==> src/rtl/shift_serializer_pkg.sv <==
// Shared types and constants for the shift_serializer parallel-in/serial-out engine.
package shift_serializer_pkg;

   localparam int DEFAULT_WIDTH = 8;

   // Direction encoding, captured alongside the data word.
   localparam logic DIR_LSB = 1'b0;
   localparam logic DIR_MSB = 1'b1;

   // PAR is only reachable when SHIFT_SERIALIZER_PARITY_EN is defined.
   typedef enum logic [1:0] {
      IDLE  = 2'd0,
      SHIFT = 2'd1,
      PAR   = 2'd2
   } state_e;

endpackage

==> src/rtl/shift_serializer_core.sv <==
// Shift register datapath: parallel load, one-step logical left/right shift,
// and selection of the bit currently presented at the output end.
module shift_serializer_core
   import shift_serializer_pkg::*;
#(
   parameter int WIDTH = DEFAULT_WIDTH
) (
   input  logic             clk,
   input  logic             rst_n,
   input  logic             load_i,
   input  logic [WIDTH-1:0] din_i,
   input  logic             shift_en_i,
   input  logic             dir_i,
   output logic             bit_o
);

   logic [WIDTH-1:0] shreg_q;
   logic [WIDTH-1:0] shreg_d;

   // Next shift-register value: load wins, otherwise shift toward the output end with zero fill.
   always_comb begin
      shreg_d = shreg_q;
      if (load_i) begin
         shreg_d = din_i;
      end else if (shift_en_i) begin
         if (dir_i == DIR_MSB) begin
            shreg_d = {shreg_q[WIDTH-2:0], 1'b0};
         end else begin
            shreg_d = {1'b0, shreg_q[WIDTH-1:1]};
         end
      end else begin
         shreg_d = shreg_q;
      end
   end

   // Shift-register state, cleared by the asynchronous reset.
   always_ff @(posedge clk or negedge rst_n) begin
      if (!rst_n) begin
         shreg_q <= '0;
      end else begin
         shreg_q <= shreg_d;
      end
   end

   // Output end depends on the captured direction.
   always_comb begin
      if (dir_i == DIR_MSB) begin
         bit_o = shreg_q[WIDTH-1];
      end else begin
         bit_o = shreg_q[0];
      end
   end

endmodule

==> src/rtl/shift_serializer.sv <==
// shift_serializer: one WIDTH-bit word in over valid/ready, serialized one bit
// per accepted beat, MSB- or LSB-first, with downstream backpressure.
// Optional feature macro: SHIFT_SERIALIZER_PARITY_EN appends an even-parity bit.
module shift_serializer
   import shift_serializer_pkg::*;
#(
   parameter int WIDTH = DEFAULT_WIDTH
) (
   input  logic             clk,
   input  logic             rst_n,
   input  logic             in_valid,
   output logic             in_ready,
   input  logic [WIDTH-1:0] din,
   input  logic             msb_first,
   output logic             sout,
   output logic             sout_valid,
   input  logic             sout_ready,
   output logic             sout_last,
   output logic             busy
);

   localparam int CNT_W = $clog2(WIDTH + 1);

   state_e           state_q, state_d;
   logic [CNT_W-1:0] cnt_q, cnt_d;
   logic             dir_q, dir_d;
   logic             load_s;
   logic             shift_en_s;
   logic             last_data_s;
   logic             core_bit_s;
`ifdef SHIFT_SERIALIZER_PARITY_EN
   logic             par_q, par_d;
`endif

   assign load_s      = (state_q == IDLE) && in_valid;
   assign shift_en_s  = (state_q == SHIFT) && sout_ready;
   assign last_data_s = (cnt_q == CNT_W'(WIDTH - 1));

   shift_serializer_core #(
      .WIDTH (WIDTH)
   ) u_core (
      .clk        (clk),
      .rst_n      (rst_n),
      .load_i     (load_s),
      .din_i      (din),
      .shift_en_i (shift_en_s),
      .dir_i      (dir_q),
      .bit_o      (core_bit_s)
   );

   // State, bit counter and captured direction registers.
   always_ff @(posedge clk or negedge rst_n) begin
      if (!rst_n) begin
         state_q <= IDLE;
         cnt_q   <= '0;
         dir_q   <= DIR_LSB;
      end else begin
         state_q <= state_d;
         cnt_q   <= cnt_d;
         dir_q   <= dir_d;
      end
   end

   // Next-state, counter and direction capture; nothing moves while downstream stalls.
   always_comb begin
      state_d = state_q;
      cnt_d   = cnt_q;
      dir_d   = dir_q;
      case (state_q)
         IDLE: begin
            if (in_valid) begin
               state_d = SHIFT;
               cnt_d   = '0;
               dir_d   = msb_first;
            end else begin
               state_d = IDLE;
            end
         end
         SHIFT: begin
            if (sout_ready) begin
               cnt_d = cnt_q + CNT_W'(1);
               if (last_data_s) begin
`ifdef SHIFT_SERIALIZER_PARITY_EN
                  state_d = PAR;
`else
                  state_d = IDLE;
`endif
               end else begin
                  state_d = SHIFT;
               end
            end else begin
               state_d = SHIFT;
            end
         end
         PAR: begin
`ifdef SHIFT_SERIALIZER_PARITY_EN
            if (sout_ready) begin
               state_d = IDLE;
            end else begin
               state_d = PAR;
            end
`else
            state_d = IDLE;
`endif
         end
         default: begin
            state_d = IDLE;
         end
      endcase
   end

`ifdef SHIFT_SERIALIZER_PARITY_EN
   // Even parity of the word, taken at capture time.
   always_comb begin
      if (load_s) begin
         par_d = ^din;
      end else begin
         par_d = par_q;
      end
   end

   // Parity bit register.
   always_ff @(posedge clk or negedge rst_n) begin
      if (!rst_n) begin
         par_q <= 1'b0;
      end else begin
         par_q <= par_d;
      end
   end
`endif

   // Outputs decoded only from registered state, so no ready/valid input reaches an output.
   always_comb begin
      in_ready   = (state_q == IDLE);
      busy       = (state_q != IDLE);
      sout       = 1'b0;
      sout_valid = 1'b0;
      sout_last  = 1'b0;
      case (state_q)
         IDLE: begin
            sout_valid = 1'b0;
         end
         SHIFT: begin
            sout       = core_bit_s;
            sout_valid = 1'b1;
`ifdef SHIFT_SERIALIZER_PARITY_EN
            sout_last  = 1'b0;
`else
            sout_last  = last_data_s;
`endif
         end
         PAR: begin
`ifdef SHIFT_SERIALIZER_PARITY_EN
            sout       = par_q;
            sout_valid = 1'b1;
            sout_last  = 1'b1;
`else
            sout_valid = 1'b0;
`endif
         end
         default: begin
            sout_valid = 1'b0;
         end
      endcase
   end

endmodule
==> config.mk <==
export PLATFORM = sky130hd
export DESIGN_NAME = shift_serializer
export DESIGN_NICKNAME = d
export VERILOG_FILES = /design/src/rtl/shift_serializer_pkg.sv /design/src/rtl/shift_serializer_core.sv /design/src/rtl/shift_serializer.sv
export SDC_FILE = /design/constraint.sdc
export NUM_CORES = 1
export LEC_CHECK = 0
export BUFFER_PORTS_ARGS = -buffer_cell sky130_fd_sc_hd__buf_2
export CAP_MARGIN = 20
export CORE_MARGIN = 10
export CORE_UTILIZATION = 46
export CTS_BUF_LIST = sky130_fd_sc_hd__clkbuf_16
export DETAILED_ROUTE_END_ITERATION = 6
export PLACE_DENSITY = 0.72
export SKIP_CTS_REPAIR_TIMING = 1
export SYNTH_ARGS = -nofsm -noshare
export SYNTH_HDL_FRONTEND = slang
export SYNTH_SLANG_ARGS = --single-unit
==> constraint.sdc <==
create_clock -name clk -period 2.3 [get_ports clk]
set_input_delay 0.115 -clock clk [delete_from_list [all_inputs] [get_ports clk]]
set_output_delay 0.115 -clock clk [all_outputs]
set_load 0.03 [all_outputs]
* Yosys cells after proc, flatten, opt, wreduce, memory -nomap -nowiden
Cells that the tools add are included.
Operators by class: $add $sub $neg 1, equal/unequal tests 4, muxes and demuxes 14, reductions and logical operators 8
Operator list (count):
- $mux W8 | 3
- $mux W4 | 2
- $pmux W4 S2 | 1
- $mux W1 | 6
- $reduce_bool A2 Y1 | 3
- $add A4 B1 Y4 const B | 1
- $eq A4 B3 Y1 const B | 1
- $ne A2 B2 Y1 const B | 2
- $pmux W2 S2 | 1
- $reduce_and A3 Y1 | 1
- $eq A2 B1 Y1 const B | 1
- $logic_and A1 B1 Y1 | 2
- $logic_not A2 Y1 | 1
- $mux W2 | 1
- $reduce_and A2 Y1 | 1
Storage, ports and cells: bits in registers 15, input bits 13, output and inout port bits 5, word-level logic and storage cells 31

* Logic depth before layout (Yosys ltp)
depth in word-level cells 4, gate-level depth with buffers 4, depth with buffers taken out 4

* Cells and area by module
Synthesis repeated with hierarchy kept, for this count alone.
Second synthesis, totals: cells, all modules 74, area total of the unflattened synthesis 818.3 µm²
By module, submodules not included:
- shift_serializer_core | times used 1, cells each 46, area each 514.2 µm², sequential area each 200.2 µm²
- shift_serializer | times used 1, cells each 28, area each 304.0 µm², sequential area each 150.1 µm²

* Worst setup path after synthesis
Ideal clock, no wire load.
path kind register to register, start point register state_q[0], end point register state_q[0], setup time 0.160 ns, data arrival time 1.781 ns, required time 2.140 ns, slack 0.359 ns, cell stages (with the launch flop) 4, path buffers 0, clock period less this slack 1.941 ns, cell sequence dfrtp_1 -> inv_1 -> nor3_1 -> a21oi_1
On the way: word-level cells in the longest chain between the ends 2, elaborated cells between the ends (all ways) 3, classes of those cells 1 x eq/ne; 1 x mux; 1 x reduce/logical
Ends and longest elaborated chain:
- from (decl) | line shift_serializer.sv:24 | state_e state_q, state_d;
- from (signal assigned) | line shift_serializer.sv:58 | state_q <= state_d;
- $logic_not A2 Y1
- via in_ready | line shift_serializer.sv:12 | output logic in_ready,
- $pmux W2 S2 | line shift_serializer.sv:69 | case (state_q)
- via state_d[0] | line shift_serializer.sv:24
The timed path passes the listed nets, and every way through them passes these cells. A chain may end at the register's enable or synchronous reset.

* Worst setup path after layout
start point register dir_q, end point output sout
On the way: word-level cells in the longest chain between the ends 2
Ends and longest elaborated chain:
- from (decl) | line shift_serializer.sv:26 | logic dir_q, dir_d;
- from (signal assigned) | line shift_serializer.sv:60 | dir_q <= dir_d;
- $mux W1 | line shift_serializer_core.sv:47 | if (dir_i == DIR_MSB) begin
- $mux W1 | line shift_serializer.sv:139 | case (state_q)
- to (decl) | line shift_serializer.sv:15 | output logic sout,
No other way between the ends.

==> summary.md <==
| Metric | Value |
|---|---|
| Outcome | `finished, final reports clean` |
| Fin crit share | `64.0%` |
| Multi-input logic area | `354 µm²` |
| Unrepaired setup endpoints after global routing | `no` |
| Worst path slowest cell | `dfrtp_1` |
| Initial antenna violation count | `0` |
| Number of flops mapped to enable cells by yosys | `0` |
| WP data arrival | `1.36 ns` |
| Dpl cells | `111` |
| Pleak | `0.414 nW` |
| Setup TNS | `0 ns` |
| Fin. Hold Viols | `0` |
| DRT Pass-1 Iters | `4` |
| Worst vdd ir | `0.730 mV` |
| Die X | `60.5 µm` |
| Post-Route WL | `1700 µm` |
| CP max FO | `16` |
| Post-DRT Antenna Nets | `0` |
| Die Y | `60.5 µm` |
| Row cnt | `14` |
| Fillcell total | `139` |
| CTS clk-pin slew, worst paths | `0.04 ns` |
| Yosys reg bits | `14` |
| Die Area | `3660 µm²` |
| Synth unique cells | `22` |
| Area grow syn2layout | `19.1%` |
| Design area | `898 µm²` |
| Vias per cell | `5.50` |
| R2r endpoint | `cnt_q[2]` |
| Nets | `115` |
| Crit start category | `flip-flop` |
| Largest net degree at the start of global routing | `17` |
| Max-cap violations | `0` |
| IO Pins | `18` |
| Post-synth top area share | `46.4%` |
| Cell Pwr Density | `1320 nW/µm²` |
| First-pass GRT wire length | `2730 µm` |
| Clk sink count | `14` |
| End of the critical path | `sout` |
| Avg Inst Size Synth | `8.98 µm²` |
| H-Tree Level Count | `1` |
| Total global-route track usage | `9.71%` |
| Largest stage delay, worst path | `0.62 ns` |
| Reg2reg setup slack | `0.93 ns` |
| Storage element area | `350 µm²` |
| Clk buf depth | `2` |
| Post-route insts no fill | `115` |
| Hold_ws | `0.0689 ns` |
| Vias in the first global route | `622` |
| CTS tree | `yes` |
| Critical path class | `flip-flop to output port` |
| Post-synthesis sequential area ratio | `46.4%` |
| Synth top area cells | `dfrtp_1 (46%), nand2_1 (8.5%), a211oi_1 (6.0%)` |
| Wire per inst | `14.8 µm` |
| Critical Path, Cell by Cell | `mux2i_1, nor2_1, buf_2` |
| Ys async rst share | `100%` |
| Via count | `632` |
| Starting Density | `49.5%` |
| R2R Path Start | `state_q[0]` |
| Clock Tree Root | `clkbuf_16` |
| Relative slew slack | `60.2%` |
| Core box area | `1520 µm²` |
| Final Slew Violations | `0` |
| Drt initial violations | `9` |
| CP required | `2.18 ns` |
| Fin Clk Skew | `0.00170 ns` |
| Critical Path Sink Type | `output port` |
| Cell taking the most area after synthesis | `dfrtp_1` |
| Final HPWL DP | `1170 µm` |
| Syn. warnings | `0` |
| TritonCTS buffer count | `3` |
| DRC | `0` |
| Hold WC Path Type | `primary input to flip-flop` |
| Total grt overflow | `0` |
| Reg2reg path depth | `3` |
| Fmax | `680 MHz` |
| PortBufs | `17` |
| Share of layout cells above drive strength 1 | `21.2%` |
| Setup violators final | `0` |
| Slew @ Worst Pin | `0.595 ns` |
| Diodes inserted | `0` |
| Post-Place Cell Area | `813 µm²` |
| Mapped Cells | `84` |
| Worst Setup SP | `dir_q` |
| Post-Synthesis Cell Area | `754 µm²` |
| GP Congestion | `0.785` |
| Tmin final | `1.47 ns` |
| Synth Flop Type | `dfrtp_1` |
| Mapped Nets | `98` |
| Clk_lat worst skew | `0.24 ns` |
## per-stage QoR
step           util, %  setup WS (ns)  power, mW
2_1_floorplan        -          0.359      0.778
3_3_place_gp      53.4          0.976      0.853
3_5_place_dp      53.4          0.945      0.865
4_1_cts           58.3          0.823       1.19
5_1_grt           58.9          0.759       1.27
6_report          58.9          0.828       1.19
## cells in the mapped netlist (2+ instances only)
| cell type | number |
|---|---|
| nand2_1 | 17 |
| dfrtp_1 | 14 |
| o21ai_0 | 8 |
| nor2b_1 | 7 |
| a211oi_1 | 6 |
| o21ai_1 | 5 |
| buf_4 | 4 |
| nor2_1 | 4 |
| mux2i_1 | 3 |
| nand3_1 | 3 |
| a31oi_1 | 2 |
## cells by family after synthesis
group / after synthesis / synth area share, %
AND/OR/NAND/NOR: 36 / 22.4
AO/OA/AOI/OAI: 22 / 16.9
flip-flops: 14 / 46.4
buffers and inverters: 7 / 6.63
multiplexers: 4 / 5.97
adder cells (fa/ha/maj): 1 / 1.66
## cell type report
class	instances	area share, %
Multi-Input combinational cell	63	39.4
Inverter	1	0.418
Sequential cell	14	39.0
Clock buffer	3	8.36
Tap cell	16	2.23
Timing Repair Buffer	18	10.6
## critical path: cells and delay by family (launching register included)
kind	cells	cell delay, ns
simple gates	1	0.06
flops	1	0.62
mux	1	0.26
buf+inv	1	0.17
## metal layers
metal | vias to the layer above | share of wire (%) | global-route usage [%]
met1 | 289 | 45 | 10.8
met2 | 19 | 44 | 15.0
met3 | 4 | 10 | 4.80
met5 | - | 0 | 0
li1 | 320 | - | -
met4 | 0 | 1.1 | 5.02
## where the power goes
group	switching (mW)	total [mW]	internal, mW
clock network	0.0900	0.317	0.227
registers	0.123	0.486	0.363
logic	0.214	0.385	0.171
## cells in the final DEF, fill, tap and decap left out
master	n
nand3_1	3
nor2_1	4
o21ai_1	5
buf_2	17
ha_1	1
nand2b_1	1
o21ai_0	8
inv_1	1
nand3b_1	1
nor2b_1	7
clkbuf_16	3
nand4_1	1
and2_1	1
a211oi_1	6
dlygate4sd3_1	1
a21oi_1	1
mux2_4	1
a31oi_1	2
nor3_1	1
nand2_1	17
dfrtp_1	14
mux2i_1	3
## how the worst min path moves through the flow
| stage | end | start | cells past startpoint |
|---|---|---|---|
| final | state_q[0] | sout_ready | 2 |
| after global routing | dir_q | msb_first | 3 |
| after CTS | u_core.shreg_q[6] | rst_n | 1 |
| after detailed placement | u_core.shreg_q[6] | rst_n | 1 |
| after global placement | u_core.shreg_q[5] | rst_n | 1 |
| after floorplan | cnt_q[0] | rst_n | 0 |
## state kept, by name, indices dropped and copies added, names as in the netlist
signal          cells
u_core.shreg_q      8
cnt_q               4
dir_q               1
state_q             1
(Power assumes the default switching activity.)
